## src/rtl/seg7_pkg.sv

```systemverilog
// Shared definitions for 7-segment readback: segment bit positions, the hex
// glyph table (gfedcba) and the checker FSM encoding.
package seg7_pkg;

  localparam int SEG_A  = 0;
  localparam int SEG_B  = 1;
  localparam int SEG_C  = 2;
  localparam int SEG_D  = 3;
  localparam int SEG_E  = 4;
  localparam int SEG_F  = 5;
  localparam int SEG_G  = 6;
  localparam int SEG_DP = 7;

  typedef enum logic [1:0] {
    HUNT = 2'd0,
    SYNC = 2'd1,
    LOCK = 2'd2
  } state_t;

  // Lit-segment glyph for each hex digit, bit order gfedcba.
  function automatic logic [6:0] hex_pat(input logic [3:0] d);
    case (d)
      4'h0: hex_pat = 7'h3F;
      4'h1: hex_pat = 7'h06;
      4'h2: hex_pat = 7'h5B;
      4'h3: hex_pat = 7'h4F;
      4'h4: hex_pat = 7'h66;
      4'h5: hex_pat = 7'h6D;
      4'h6: hex_pat = 7'h7D;
      4'h7: hex_pat = 7'h07;
      4'h8: hex_pat = 7'h7F;
      4'h9: hex_pat = 7'h6F;
      4'hA: hex_pat = 7'h77;
      4'hB: hex_pat = 7'h7C;
      4'hC: hex_pat = 7'h39;
      4'hD: hex_pat = 7'h5E;
      4'hE: hex_pat = 7'h79;
      default: hex_pat = 7'h71;
    endcase
  endfunction

endpackage

```

## src/rtl/seg7_decode.sv

```systemverilog
// Combinational inverse of the digit-to-segment encoder: maps a lit-segment
// pattern back to its hex digit, flagging anything outside the glyph table.
module seg7_decode
  import seg7_pkg::*;
(
  input  logic [6:0] seg,
  output logic       legal,
  output logic [3:0] digit
);

  // Glyphs are unique, so at most one table entry can match.
  always_comb begin
    legal = 1'b0;
    digit = 4'h0;
    for (int i = 0; i < 16; i++) begin
      if (seg == hex_pat(4'(i))) begin
        legal = 1'b1;
        digit = 4'(i);
      end
    end
  end

endmodule

```

## config.mk

```make
export PLATFORM = sky130hd
export DESIGN_NAME = seg7_decode
export DESIGN_NICKNAME = d
export VERILOG_FILES = /design/src/rtl/seg7_pkg.sv /design/src/rtl/seg7_decode.sv
export SDC_FILE = /design/constraint.sdc
export NUM_CORES = 1
export LEC_CHECK = 0
export CAP_MARGIN = 20
export CORE_AREA = 10 10 47 49
export DETAILED_ROUTE_END_ITERATION = 8
export DIE_AREA = 0 0 57 59
export GPL_ROUTABILITY_DRIVEN = 0
export PLACE_DENSITY_LB_ADDON = 0.05
export SLEW_MARGIN = 20
export SYNTH_ARGS = -nofsm -noshare
export SYNTH_HDL_FRONTEND = slang
export SYNTH_SLANG_ARGS = --single-unit
export TNS_END_PERCENT = 50
```

## constraint.sdc

```tcl
create_clock -name vclk -period 2.2
set_input_delay 0.44 -clock vclk [all_inputs]
set_output_delay 0.44 -clock vclk [all_outputs]
set_load 0.01 [all_outputs]
```

==> results of run 1 <==
## through the flow
step / cell area (um^2) / utilization (%) / worst slack, ps / TNS (ps)
final: 732 / 52.2 / 74.7 / 0
after global routing: 732 / 52.2 / 10.0 / 0
after CTS: 708 / 50.5 / -7.69 / -7.69
after detailed placement: 687 / 49.0 / -577 / -2790
after global placement: 687 / 49.0 / -594 / -2810
after floorplan: 413 / - / 502 / 0
## cells in the mapped netlist, drive strengths merged
library cell and n:
a2111oi 1, a211oi 1, a21oi 3, a32oi 1, and3 1, buf 7
inv 1, mux2 1, nand2 9, nand2b 2, nand3 5, nand3b 2
nand4 1, nor2 3, nor3 4, nor3b 1, nor4 1, nor4b 2
o211ai 2, o21ai 5, o22ai 1, o31ai 1, o32a 1, or2 1
or3 1, or4b 1, xnor2 2, xor2 1
## cells by family after synthesis
family                 synth area share (%)
AND/OR/NAND/NOR                        50.9
AO/OA/AOI/OAI                          26.7
buffers and inverters                  13.3
XOR/XNOR                               6.36
multiplexers                           2.73
## worst paths after layout
path / end / slack (ps) / cells past startpoint
max: legal / 70 / 7
min: digit[2] / 1510 / 6
## cells in the final DEF (no fill, tap or decap), types with 2 or more instances in the layout
master                             n
sky130_fd_sc_hd__a21oi_1           3
sky130_fd_sc_hd__buf_2             4
sky130_fd_sc_hd__buf_4            20
sky130_fd_sc_hd__buf_6             4
sky130_fd_sc_hd__clkbuf_2          2
sky130_fd_sc_hd__clkdlybuf4s15_1   2
sky130_fd_sc_hd__dlygate4sd2_1     3
sky130_fd_sc_hd__nand2_1           7
sky130_fd_sc_hd__nand2_2           2
sky130_fd_sc_hd__nand2b_1          2
sky130_fd_sc_hd__nand3_1           4
sky130_fd_sc_hd__nand3b_1          2
sky130_fd_sc_hd__nor2_1            3
sky130_fd_sc_hd__nor3_2            2
sky130_fd_sc_hd__nor4b_2           2
sky130_fd_sc_hd__o211ai_1          2
sky130_fd_sc_hd__o21ai_1           4
sky130_fd_sc_hd__xnor2_1           2
## layer usage
metal  GRT usage [%]  up-vias
li1                -      293
met1            10.3      265
met2            14.9       12
met3           0.858        2
met4            1.01        0
met5               0        -
## layout make-up
cell class,instances,area (um^2)
Tap cell,16,20.0
Timing Repair Buffer,37,303
Fill cell,146,669
Inverter,1,3.75
Multi-Input combinational cell,54,405
## critical path, stage by stage
cell	delay, ps
sky130_fd_sc_hd__clkdlybuf4s15_1	270
sky130_fd_sc_hd__nand2_2	180
sky130_fd_sc_hd__nor3_4	70
sky130_fd_sc_hd__buf_6	120
sky130_fd_sc_hd__a2111oi_4	330
sky130_fd_sc_hd__nand3_1	110
sky130_fd_sc_hd__buf_2	150
## power by group
group | total, mW | switching [mW] | internal (mW)
Clock | 0 | 0 | 0
Combinational | 0.116 | 0.0556 | 0.0604
Sequential | 0 | 0 | 0
## timing repair
item	4_1_cts	5_1_grt
pin swaps	4	5
setup endpoints to repair	5	5
setup buffers	2	0
gates resized for setup	33	10
hold endpoints to repair	0	0
==> flow_summary_export.csv, run 1 <==
group,metric,value,unit
global_routing,first_global_vias,593,
sta,worstMarginPinSlew,282,ps
setup_path,timing.setup.critical_path_class,"in2out",
yosys,synth.top_cell.area_share,7.27,%
power_and_ir_drop,fin_total_pwr,116,uW
route,dr_total_vias,572,
power_and_ir_drop,power.leakage,0.312,nW
yosys,synthesis.instances,62,
yosys,synth.yosys.warnings,0,
route,final_antenna_net_count,0,
sta,hold_violations,0,
finish,nFlopsAndLatches,0,
finish,fin_nets,101,
die,start_util,29.5,%
yosys,yosysTopAreaCell,"sky130_fd_sc_hd__buf_4",
die,num_rows,14,
placement,portBuffers,12,
yosys,seq_area_frac_synth,0,%
worst_hold_path,tightest_hold_check_type,"in2out",
finish,seqCellArea,0,um^2
clock_tree,cts_hold_repair.buffers,0,
route,detail_route.vias_per_cell,5.30,
sta,fin_crit,2130,ps
yosys,synth.cell_area,413,um^2
sta,fmaxAchievable,0.471,GHz
yosys,synth_nets,69,
route,detail_route.wl_per_cell,13.5,um
route,wl_met1,692,um
sta,setup_repair_after_global_routing_missed_its_margin,"no",
setup_path,cp.required,1760,ps
global_routing,overflow,0,
sta,report.final.slew_viol_count,0,
setup_path,crit_arrival,1690,ps
yosys,ys_top_cells_by_area,"sky130_fd_sc_hd__buf_4, sky130_fd_sc_hd__nand2_1, sky130_fd_sc_hd__nand3_1",
die,die_span_y,59,um
die,boundaryPins,12,
finish,layout-drive-gt1-share,50.0,%
die,coreArea,1400,um^2
finish,insertedDiodeCount,0,
worst_hold_path,worstHoldStart,"seg[5]",
setup_path,critPathMaxFanout,6,
yosys,netlist-cell-type-count,35,
setup_path,critPathLaunch,"seg[2]",
status,outcome,"finished, final reports clean",
setup_path,critical_path.endpoint_type,"output port",
yosys,synth_area_per_cell,6.66,um^2
sta,period_share,96.6,%
global_routing,grt_pass1_wl,2.52,mm
finish,area_delta_synth_final,77.3,%
sta,timing.final.setup_violations,0,
route,detail_route.drc_violations,0,
power_and_ir_drop,power-per-cell-area,159,nW/um^2
route,route.top_layer_used,"met4",
route,drt_iter0_drc,13,
global_routing,grt_util_all_layers,8.21,%
route,routed_wl,1.45,mm
route,wl_met3,62,um
die,chipWidth,57,um
power_and_ir_drop,max-vdd-ir-drop,0.0000886,V
placement,detailed_place_hpwl,1.17,mm
global_routing,largest_net_degree_at_the_start_of_global_routing,10,
sta,hold-worst-slack,1510,ps
route,detailroute.wirelength.met2,682,um
finish,clkbuf_count,0,
placement,post-place-cells,106,
global_routing,antenna_found_initial,0,
setup_path,critPathLaunchType,"input port",
die,die_area,3360,um^2
finish,non_filler_cells_in_the_finished_layout,108,
route,drt-pass1-iter-count,4,
sta,slew_headroom,81.1,%
flow_run,cap_viol_max_count,0,
Note: power is estimated with default switching activity, not from simulation.
==> run 2, diff against run 1 <==
--- a/config.mk
+++ b/config.mk
@@ -10,7 +10,8 @@
 export DETAILED_ROUTE_END_ITERATION = 8
 export DIE_AREA = 0 0 57 59
 export GPL_ROUTABILITY_DRIVEN = 0
-export PLACE_DENSITY_LB_ADDON = 0.05
+export PLACE_DENSITY = 0.53
+export SKIP_LAST_GASP = 1
 export SLEW_MARGIN = 20
 export SYNTH_ARGS = -nofsm -noshare
 export SYNTH_HDL_FRONTEND = slang
==> run 2 against run 1 <==
Against the previous run:
- clock-buffer cell count is the same
- largest cell class unchanged
- maximum frequency shrank 1.7%
- sequential share of layout area unchanged
- first-iteration DRC count is 54% higher
- hold slack got worse by 39 ps
- global-route usage up 0.41 points
- combinational power about the same
- non-clock buffer count fell by 1
- die area stayed put
- total power down 1.5%
- wire length rose by 7.6%
==> flow_summary_export.csv, run 2 (same netlist as run 1, synthesis figures left out) <==
group,metric,value,unit
setup_path,critical_path.endpoint_type,"output port",
setup_path,critical_path.top_delay_family,"simple AND/OR/NAND/NOR gates",
sta,worstMarginPinSlew,328,ps
die,die_span_y,59,um
status,outcome,"finished, final reports clean",
finish,seqCellArea,0,um^2
sta,report.final.slew_viol_count,0,
sta,period_share,98.2,%
finish,fin_nets,100,
global_routing,largest_net_degree_at_the_start_of_global_routing,10,
route,detail_route.vias_per_cell,5.50,
route,detail_route.drc_violations,0,
die,coreArea,1400,um^2
placement,detailed_place_hpwl,1.13,mm
finish,layout-drive-gt1-share,54.9,%
placement,portBuffers,12,
sta,fmaxAchievable,0.463,GHz
sta,timing.final.setup_violations,0,
placement,placed_area,644,um^2
finish,clkbuf_count,0,
global_routing,grt_util_all_layers,8.63,%
die,boundaryPins,12,
die,start_util,29.5,%
finish,layout.cell_area.non_filler,728,um^2
route,routed_wl,1.56,mm
global_routing,first_global_vias,596,
finish,insertedDiodeCount,0,
sta,setup_repair_after_global_routing_missed_its_margin,"yes",
clock_tree,cts_hold_repair.buffers,0,
worst_hold_path,tightest_hold_check_type,"in2out",
route,detail_route.wl_per_cell,14.6,um
route,dr_total_vias,588,
finish,mostFrequentLayoutCell,"sky130_fd_sc_hd__buf_4",
route,final_antenna_net_count,0,
die,num_rows,14,
finish,nFlopsAndLatches,0,
route,drt_iter0_drc,20,
global_routing,grt_pass1_wl,2.59,mm
sta,hold-worst-slack,1470,ps
setup_path,timing.setup.critical_path_class,"in2out",
sta,slew_headroom,78.1,%
die,die_area,3360,um^2
sta,hold_violations,0,
route,drt-pass1-iter-count,4,
flow_run,cap_viol_max_count,0,
setup_path,critPathLaunchType,"input port",
setup_path,cp.required,1760,ps
setup_path,critPathMaxFanout,3,
setup_path,cp_slowest_cell,"sky130_fd_sc_hd__or3_4",
power_and_ir_drop,power.leakage,0.317,nW
setup_path,crit_buf_inv,3,
sta,fin_crit,2160,ps
global_routing,overflow,0,
global_routing,antenna_found_initial,0,
finish,layout_common_cells,"sky130_fd_sc_hd__buf_4, sky130_fd_sc_hd__nand2_1, sky130_fd_sc_hd__o21ai_1, sky130_fd_sc_hd__buf_6",
setup_path,critical_path.max_stage_delay,380,ps
setup_path,cells_traversed_along_the_worst_timing_path,"dlygate4sd2_1 > or3_4 > nor3_4 > buf_6 > a2111oi_4 > nand3_1 > buf_2",
power_and_ir_drop,max-vdd-ir-drop,0.0000708,V
finish,area_delta_synth_final,76.4,%
die,chipWidth,57,um
setup_path,crit_arrival,1720,ps
power_and_ir_drop,power-per-cell-area,157,nW/um^2
run 2: changes by cell type in the layout (fill, tap and decap cells not counted), sizes merged:
cell           change
clkbuf             +1
dlymetal6s2s       +1
clkdlybuf4s15      -2
buf                -1
run 2: path summary, 6_finish.rpt:
kind	startpoint	slack, ps	cells past startpoint	endpoint
hold / removal	seg[6]	1470	5	digit[2]
setup / recovery	seg[3]	40	7	legal
run 2: metrics by stage:
step                      instances  util, %  power (mW)  setup TNS (ps)  setup slack [ps]
after floorplan                  62        -      0.0557               0               502
after global placement          102     46.0       0.105           -2750              -578
after detailed placement        102     46.0       0.104           -2700              -561
after CTS                       106     50.0       0.107           -71.4             -41.5
after global routing            107     52.0       0.123           -20.5             -19.8
final                           107     52.0       0.114               0              38.8
run 2: area by class of cell:
class,instances,area [um^2]
fill,152,673
inverter,1,3.75
multi-input combinational,54,420
tap,16,20.0
timing repair buffer,36,284
run 2: per-layer routing:
metal	vias to the layer above	track usage [%]	wire length, um
li1	295	-	-
met1	275	10.4	695
met2	16	16.6	805
met3	2	0.215	39
met4	0	1.34	23
met5	-	0	0
run 2: what timing repair did:
action / CTS / global route
cloned: 0 / 0
gates resized for setup: 32 / 17
buffers inserted: 4 / 1
setup endpoints to repair: 5 / 5
pin swaps: 6 / 8
run 2: report_power, final:
group / switching [mW] / internal [mW]
Clock: 0 / 0
Sequential: 0 / 0
Combinational: 0.0575 / 0.0567
Total: 0.0575 / 0.0567
run 2: tightest hold or removal path, cell delays in order:
cell	delay, ps
sky130_fd_sc_hd__clkbuf_2	130
sky130_fd_sc_hd__nand2_1	110
sky130_fd_sc_hd__or4b_1	140
sky130_fd_sc_hd__nand3_1	70
sky130_fd_sc_hd__buf_2	140
==> run 3, diff against run 2 <==
--- a/config.mk
+++ b/config.mk
@@ -5,7 +5,6 @@
 export SDC_FILE = /design/constraint.sdc
 export NUM_CORES = 1
 export LEC_CHECK = 0
-export CAP_MARGIN = 20
 export CORE_AREA = 10 10 47 49
 export DETAILED_ROUTE_END_ITERATION = 8
 export DIE_AREA = 0 0 57 59
==> results of run 3 <==
No change in the layout: final DEF, timing and power equal those of run 2.
